$ cat config.mk
export PLATFORM = sky130hd
export DESIGN_NAME = mario_x_move
export DESIGN_NICKNAME = d
export VERILOG_FILES = /design/src/rtl/mario_pkg.sv /design/src/rtl/size_variable_step_gen.sv /design/src/rtl/mario_x_move.sv
export SDC_FILE = /design/constraint.sdc
export NUM_CORES = 1
export LEC_CHECK = 0
export ABC_CLOCK_PERIOD_IN_PS = 7400
export BUFFER_PORTS_ARGS = -buffer_cell sky130_fd_sc_hd__buf_2
export CAP_MARGIN = 20
export CORE_ASPECT_RATIO = 1.1
export CORE_MARGIN = 8
export CORE_UTILIZATION = 50
export CTS_CLUSTER_DIAMETER = 50
export DETAILED_ROUTE_END_ITERATION = 10
export GPL_TIMING_DRIVEN = 1
export PLACE_DENSITY = 0.66
export SETUP_SLACK_MARGIN = 0.4
export SYNTH_ARGS = -nofsm -noshare
export SYNTH_HDL_FRONTEND = slang
export SYNTH_HIERARCHICAL = 1
export SYNTH_SLANG_ARGS = --single-unit
$ cat constraint.sdc
create_clock -name clk -period 7.4 [get_ports clk]
set_input_delay 0.37 -clock clk [delete_from_list [all_inputs] [get_ports clk]]
set_output_delay 0.37 -clock clk [all_outputs]
set_load 0.05 [all_outputs]
$ cat src/rtl/mario_pkg.sv
// Shared definitions for Mario's horizontal movement: state encoding,
// screen limits and the per-speed step period table.
package mario_pkg;

   typedef enum logic [1:0] {
      STOP  = 2'd0,
      ACCEL = 2'd1,
      RUN   = 2'd2,
      BRAKE = 2'd3
   } x_state_e;

   localparam int SCREEN_LEFT  = 0;
   localparam int SCREEN_RIGHT = 639;

   localparam logic [2:0] MAX_SPEED = 3'd4;

   // Clocks per pixel at each speed; index 0 means standing still.
   localparam logic [31:0] PERIOD_SPD1 = 32'd40;
   localparam logic [31:0] PERIOD_SPD2 = 32'd30;
   localparam logic [31:0] PERIOD_SPD3 = 32'd20;
   localparam logic [31:0] PERIOD_SPD4 = 32'd12;

   function automatic logic [31:0] step_period(input logic [2:0] speed);
      case (speed)
         3'd1:    return PERIOD_SPD1;
         3'd2:    return PERIOD_SPD2;
         3'd3:    return PERIOD_SPD3;
         3'd4:    return PERIOD_SPD4;
         default: return 32'd0;
      endcase
   endfunction

endpackage

$ cat src/rtl/size_variable_step_gen.sv
// Variable-period counter-enable: one-clk step_raw pulse every 'size' clocks,
// silent when size is zero.
module size_variable_step_gen (
   input  logic        clk,
   input  logic        rst,
   input  logic [31:0] size,
   output logic        step_raw
);

   logic [31:0] count;

   // A size that shrinks below the running count fires immediately and wraps.
   always_comb begin
      step_raw = (size != 32'd0) && (count >= (size - 32'd1));
   end

   always_ff @(posedge clk or posedge rst) begin
      if (rst) begin
         count <= 32'd0;
      end else if ((size == 32'd0) || step_raw) begin
         count <= 32'd0;
      end else begin
         count <= count + 32'd1;
      end
   end

endmodule

$ cat src/rtl/mario_x_move.sv
// Horizontal movement controller: STOP/ACCEL/RUN/BRAKE speed machine driven by
// frame_tick, stepping the sprite one pixel per speed-dependent period.
module mario_x_move
   import mario_pkg::*;
#(
   parameter int WIDTH      = 32,
   parameter int LEFT_END   = SCREEN_LEFT,
   parameter int RIGHT_END  = SCREEN_RIGHT,
   parameter int START_LEFT = 100
) (
   input  logic       clk,
   input  logic       rst,
   input  logic       frame_tick,
   input  logic       left_btn,
   input  logic       right_btn,
   output logic [9:0] left,
   output logic [9:0] right,
   output logic       facing_left,
   output logic       moving,
   output logic [2:0] speed_index,
   output x_state_e   state_dbg
);

   localparam logic [9:0] LEFT_END_C   = 10'(LEFT_END);
   localparam logic [9:0] RIGHT_END_C  = 10'(RIGHT_END);
   localparam logic [9:0] START_LEFT_C = 10'(START_LEFT);
   localparam logic [9:0] WIDTH_M1_C   = 10'(WIDTH - 1);

   x_state_e   state, state_next;
   logic [2:0] idx, idx_next;
   logic       facing, facing_next;
   logic [9:0] left_q;
   logic       sole_l, sole_r, held, blocked;
   logic       step_raw, step;

   // Both buttons together count as no press.
   assign sole_l  = left_btn & ~right_btn;
   assign sole_r  = right_btn & ~left_btn;
   assign held    = facing ? sole_l : sole_r;
   assign right   = left_q + WIDTH_M1_C;
   assign blocked = facing ? (left_q == LEFT_END_C) : (right == RIGHT_END_C);
   assign step    = step_raw & moving;

   size_variable_step_gen u_step_gen (
      .clk      (clk),
      .rst      (rst),
      .size     (step_period(idx)),
      .step_raw (step_raw)
   );

   always_ff @(posedge clk or posedge rst) begin
      if (rst) begin
         state  <= STOP;
         idx    <= 3'd0;
         facing <= 1'b0;
         left_q <= START_LEFT_C;
      end else begin
         state  <= state_next;
         idx    <= idx_next;
         facing <= facing_next;
         if (step) begin
            if (facing) begin
               if (left_q > LEFT_END_C) left_q <= left_q - 10'd1;
            end else begin
               if (right < RIGHT_END_C) left_q <= left_q + 10'd1;
            end
         end
      end
   end

   always_comb begin
      state_next  = state;
      idx_next    = idx;
      facing_next = facing;
      case (state)
         STOP: begin
            if (frame_tick && (sole_l || sole_r)) begin
               state_next  = ACCEL;
               idx_next    = 3'd1;
               facing_next = sole_l;
            end
         end
         ACCEL: begin
            if (!held) begin
               state_next = BRAKE;
            end else if (frame_tick) begin
               // Saturate: re-entry from BRAKE may already be at top speed.
               idx_next = (idx >= MAX_SPEED - 3'd1) ? MAX_SPEED : idx + 3'd1;
               if (idx_next == MAX_SPEED) state_next = RUN;
            end
         end
         RUN: begin
            if (!held) state_next = BRAKE;
         end
         BRAKE: begin
            if (frame_tick) begin
               if (held) begin
                  state_next = ACCEL;
               end else begin
                  idx_next = idx - 3'd1;
                  if (idx_next == 3'd0) state_next = STOP;
               end
            end
         end
         default: state_next = STOP;
      endcase
      // A step pushing into a wall halts immediately, overriding any frame change.
      if (step && blocked) begin
         state_next = STOP;
         idx_next   = 3'd0;
      end
   end

   always_comb begin
      left        = left_q;
      facing_left = facing;
      speed_index = idx;
      moving      = (state != STOP);
      state_dbg   = state;
   end

endmodule

Word-level counts from Yosys, hierarchy flattened --
Cells that the tools add are included.
Cells by class: bitwise operators 5, order comparisons 4, eq/ne operators 19, muxes and demuxes 25, reduce and logical (&&, ||, !) cells 17, add/sub/neg operators 7
Operator list (count):
- $add A32 B1 Y32 const B | 1
- $ge A32 B32 Y1 | 1
- $logic_not A32 Y1 | 1
- $mux W32 | 1
- $reduce_bool A32 Y1 | 1
- $mux W10 | 3
- $pmux W6 S4 | 1
- $mux W3 | 7
- $mux W2 | 9
- $ne A3 B3 Y1 const B | 6
- $ne A4 B4 Y1 const B | 3
- $reduce_and A6 Y1 | 2
- $add A10 B1 Y10 const B | 1
- $add A10 B5 Y10 const B | 1
- $eq A10 B10 Y1 const B | 1
- $gt A10 B1 Y1 const B | 1
- $logic_not A10 Y1 | 1
- $lt A10 B10 Y1 const B | 1
- $sub A10 B1 Y10 const B | 1
- $pmux W3 S3 | 1
- $pmux W2 S4 | 1
- $sub A6 B1 Y7 const B | 1
- $eq A3 B2 Y1 const B | 2
- $eq A3 B3 Y1 const B | 2
- 18 further kinds | 27
Storage, ports and cells: output and inout bits 27, input bits 5, logic and storage cells 82, bits in registers 48

Logic depth before layout (Yosys ltp) --
depth after elaboration 9, mapped depth 23

Hierarchy --
The synthesis kept the hierarchy.
By module, submodules not included:
- size_variable_step_gen | cells each 335, area each 3036.7 um^2, seq. area each 800.8 um^2, instances 1
- mario_x_move | cells each 207, area each 1741.7 um^2, seq. area each 404.1 um^2, instances 1

Worst setup path after synthesis --
Ideal clock, no wire load.
path type register to register, start point register idx[0] (netlist: speed_index[0]), end point register left_q[8] (netlist: left[8]), arrival time 5.476 ns, data required time 7.275 ns, setup time 0.125 ns, stages on the path, launching flop included 23, clock period less this slack 5.601 ns, slack 1.799 ns, path buffers 1, path through dfrtp_1 inv_1 ha_1 or3_1 o21ai_0 o21ai_0 nor3_1 nand4_1 nor4_4 nand2_1 xor2_1 ha_1 nand4_1 or4_1 nor2_1 o41a_1 o21ba_2 nand2b_1 a31oi_1 o21ai_1 o2bb2ai_2 buf_2 mux2_2
On the way: cells in the longest elaborated chain, start to end 7
RTL lines:
- from (decl) | line mario_x_move.sv:30 | logic [2:0] idx, idx_next;
- from (signal assigned) | line mario_x_move.sv:59 | idx <= idx_next;
- $eq A3 B3 Y1 (tied with other cells) | line mario_pkg.sv:24 | case (speed)
- $pmux W6 S4 * | line mario_pkg.sv:24
- $sub A6 B1 Y7 | line size_variable_step_gen.sv:14 | step_raw = (size != 32'd0) && (count >= (size - 32'd1));
- $ge A32 B32 Y1 | line size_variable_step_gen.sv:14
- $logic_and A1 B1 Y1 * | line size_variable_step_gen.sv:14
- net step_raw | line mario_x_move.sv:34 | logic step_raw, step;
- $and A1 B1 Y1 * | line mario_x_move.sv:42 | assign step = step_raw & moving;
- $reduce_and A3 Y1 (no source line) *
- to (signal assigned) | line mario_x_move.sv:63 | if (left_q > LEFT_END_C) left_q <= left_q - 10'd1;
- to (signal assigned) | line mario_x_move.sv:65 | if (right < RIGHT_END_C) left_q <= left_q + 10'd1;
- to (decl) | line mario_x_move.sv:32 | logic [9:0] left_q;
Mark *: on every way through the listed nets, which the timed path passes. The rest lies on a longest branch. A chain may end at the register's enable or synchronous reset.

Final worst setup path --
start point register idx[0] (netlist: speed_index[0]), end point register left_q[9] (netlist: left[9])
Same word-level chain as after synthesis.

==> flow_metrics.tcl <==
set metrics [dict create \
    status "finished clean" \
    ctsResizeCount 0 \
    grt_overflow 0 \
    synth_cell_types 69 \
    reg2reg_to "left[9]$_DFFE_PP0P_" \
    yosys_warnings 6 \
    worstPathArrival_ns 6.34 \
    power.switching_mw 1.05 \
    area_delta_synth_final_pct 13.9 \
    drcViolationCount 0 \
    wire_per_inst_um 14.0 \
    r2r.worst_path.cells 22 \
    yosys.area.top_type "dfrtp_1" \
    nets 709 \
    cts.sinks 48 \
    drtPass1Iterations 4 \
    grt_pass1_vias 4189 \
    grt_pass1_wl_um 18900 \
    cts_tree "built" \
    vias_per_cell 5.27 \
    drive_gt1_frac 0.133 \
    vdd_drop_max_v 0.000391 \
    post-route-period-util 0.822 \
    clockBufferDepth 2 \
    fill_cells 888 \
    pwr-share-clk 0.100 \
    cts_root_buf "clkbuf_8" \
    ctsHoldBuffers 0 \
    num_vias 4029 \
    path_clk_slew_ns 0.09 \
    rrSetupSlack_ns 1.32 \
    drt-total-wl_um 10700 \
    rsz0062_at_grt "false" \
    die_width_um 109 \
    synthArstFlopShare 1.00 \
    slew_headroom 0.446 \
    dieArea_um2 12900 \
    gp_congestion 0.822 \
    p_leak_nw 2.46 \
    gr-usage-all-layers 0.175 \
    hold_path.class "in -> async" \
    fp-row-count 37 \
    start_kind "flop" \
    cp.required_ns 7.65 \
    postCtsSetupRepairBufs 0 \
    drtIter0Drc 123 \
    place_hpwl_um 8540 \
    fin_tns_setup_ns 0 \
    r2r-start "speed_index[0]$_DFFE_PP0P_" \
    skew_ns 0.0107 \
    htreeDepth 2 \
    antenna_left 0 \
    cap_violations 0 \
    ys_ff_latch 48 \
    netSwitchingFraction 0.540 \
    dp_cells 756 \
    core_region_area_um2 9350 \
    worst_pin_slew_ns 0.828 \
    worstSetupEndpointType "flop" \
    internal_power_uw 900 \
    yosysMostFrequentCell "ha_1" \
    synth_area_um2 4780 \
    hold_viol 0 \
    maxSlewViolCount 0 \
    path_class "reg -> reg" \
    ios 32 \
    avgSynthCellArea_um2 8.82 \
    grt_max_degree 33 \
    ys_top_cells_by_count "ha_1, dfrtp_1, xnor2_1" \
    n_antenna_cell 0 \
    initial_core_util 0.511 \
    synth-seq-area-share 0.252 \
    fin_crit_ns 6.08 \
    synth_edf_count 0 \
    portBuffers 31 \
    synthCells 542 \
    synth_top_area_share 0.236 \
    fin_total_pwr_mw 1.95 \
    netlist_top_cells_area "dfrtp_1, ha_1, xnor2_1, xor2_1, nor3_1" \
    powerDensity_nw_per_um2 359 \
    pwr-share-comb 0.641 \
    cts_buffers 5 \
    fin_util 0.582 \
    antenna_found_initial 0 \
    max_freq_mhz 164 \
    die_height_um 119 \
    synth-main-ff-cell "dfrtp_1" \
    worstPathMaxFanout 15 \
    setup_viol 0 \
    sequentialPowerShare 0.259 \
    insertion_delay_ns 0.31 \
    fin_cells 764 \
]
-- layer usage --
| metal | share of wire | GRT usage | vias to the layer above |
|---|---|---|---|
| met3 | 0.020 | 0.0293 | 12 |
| met2 | 0.53 | 0.325 | 40 |
| met1 | 0.44 | 0.202 | 1888 |
| li1 | - | - | 2089 |
| met4 | 0.011 | 0.0372 | 0 |
| met5 | 0 | 0 | - |
-- per-stage QoR --
step           cell area, um^2  hold WS (ns)  setup slack (ns)
2_1_floorplan             5070         0.282              1.80
3_3_place_gp              5310         0.495              1.54
3_5_place_dp              5330         0.500              1.35
4_1_cts                   5440         0.152              1.32
5_1_grt                   5440         0.177             0.667
6_report                  5440         0.138              1.32
-- sequential cells by signal, summed over array words and instances, names as in the netlist --
signal	flops
speed_index	3
u_step_gen/count	32
state_dbg	2
left	10
facing_left	1
-- placed cells by master (no fill, tap or decap), types with 3 or more instances in the layout --
master    instances
nor4_1           10
a211oi_1          5
mux2i_1           5
a21oi_1          27
o21ai_0          15
conb_1           79
dfrtp_1          45
nor3b_1           3
or4_1             4
nand3_1          19
nand2b_1          7
o21a_1            7
nor2_1           32
nor2b_1           5
or3_1             6
mux2_2            6
nor3_2           11
inv_1            33
xor2_1           28
or2_2             5
xnor2_1          43
nor4_2            4
o22ai_1           3
dfstp_2           3
nand2_1          31
nor3_1           42
ha_1             57
buf_2            31
nand3b_1          4
and3_1            8
clkbuf_8          5
nand4_1          13
-- critical path: stages, from the launching register on --
cell and delay [ns]:
dfrtp_1 0.47, inv_1 0.09, ha_1 0.21, or3_1 0.30
o21ai_0 0.13, o21ai_0 0.22, nor3_1 0.45, nand4_1 0.38
nor4_4 0.43, nand2_1 0.11, xor2_1 0.16, ha_1 0.29
nand4_1 0.15, or4_1 0.58, o22ai_1 0.22, or2_2 0.16
o21ba_2 0.12, nand2b_1 0.08, a31oi_1 0.23, o21ai_1 0.12
o2bb2ai_2 0.50, or4b_1 0.49, nand4_1 0.10
-- worst max path at each step --
stage / from / endpoint / slack, ns / cells after the start
floorplan: speed_index[0]$_DFFE_PP0P_ / left[8]$_DFFE_PP0P_ / 1.80 / 22
global placement: speed_index[0]$_DFFE_PP0P_ / left[9]$_DFFE_PP0P_ / 1.54 / 22
detailed placement: speed_index[0]$_DFFE_PP0P_ / left[9]$_DFFE_PP0P_ / 1.35 / 22
CTS: speed_index[0]$_DFFE_PP0P_ / left[9]$_DFFE_PP0P_ / 1.32 / 22
global route: speed_index[0]$_DFFE_PP0P_ / left[9]$_DFFE_PP0P_ / 0.67 / 22
finish: speed_index[0]$_DFFE_PP0P_ / left[9]$_DFFE_PP0P_ / 1.32 / 22
-- logic make-up after synthesis --
kind of cell / count (synthesis) / share of synthesized area
buf+inv: 48 / 0.0432
other cells: 1 / 0.000785
simple gates: 225 / 0.286
flops: 48 / 0.252
mux: 11 / 0.0246
compound gates: 80 / 0.109
fa+ha+maj: 58 / 0.153
xor+xnor: 71 / 0.130
-- power groups by stage --
stage / logic (mW) / clock network (mW) / registers [mW]
2_1_floorplan: 0.880 / 0 / 0.602
4_1_cts: 1.26 / 0.201 / 0.508
6_report: 1.25 / 0.196 / 0.506
5_1_grt: 1.39 / 0.212 / 0.527
3_3_place_gp: 1.22 / 0 / 0.506
3_5_place_dp: 1.25 / 0 / 0.513
-- area by class of cell --
type                            count  area (um^2)  share of cell area
Timing Repair Buffer               34          198              0.0363
Inverter                           33          124              0.0228
Clock inverter                      3         42.5             0.00781
Tap cell                          117          146              0.0269
Sequential cell                    48         1200               0.221
Multi-Input combinational cell    524         3660               0.672
Clock buffer                        5         68.8              0.0126
No activity file was read; power rests on OpenSTA's default activity.
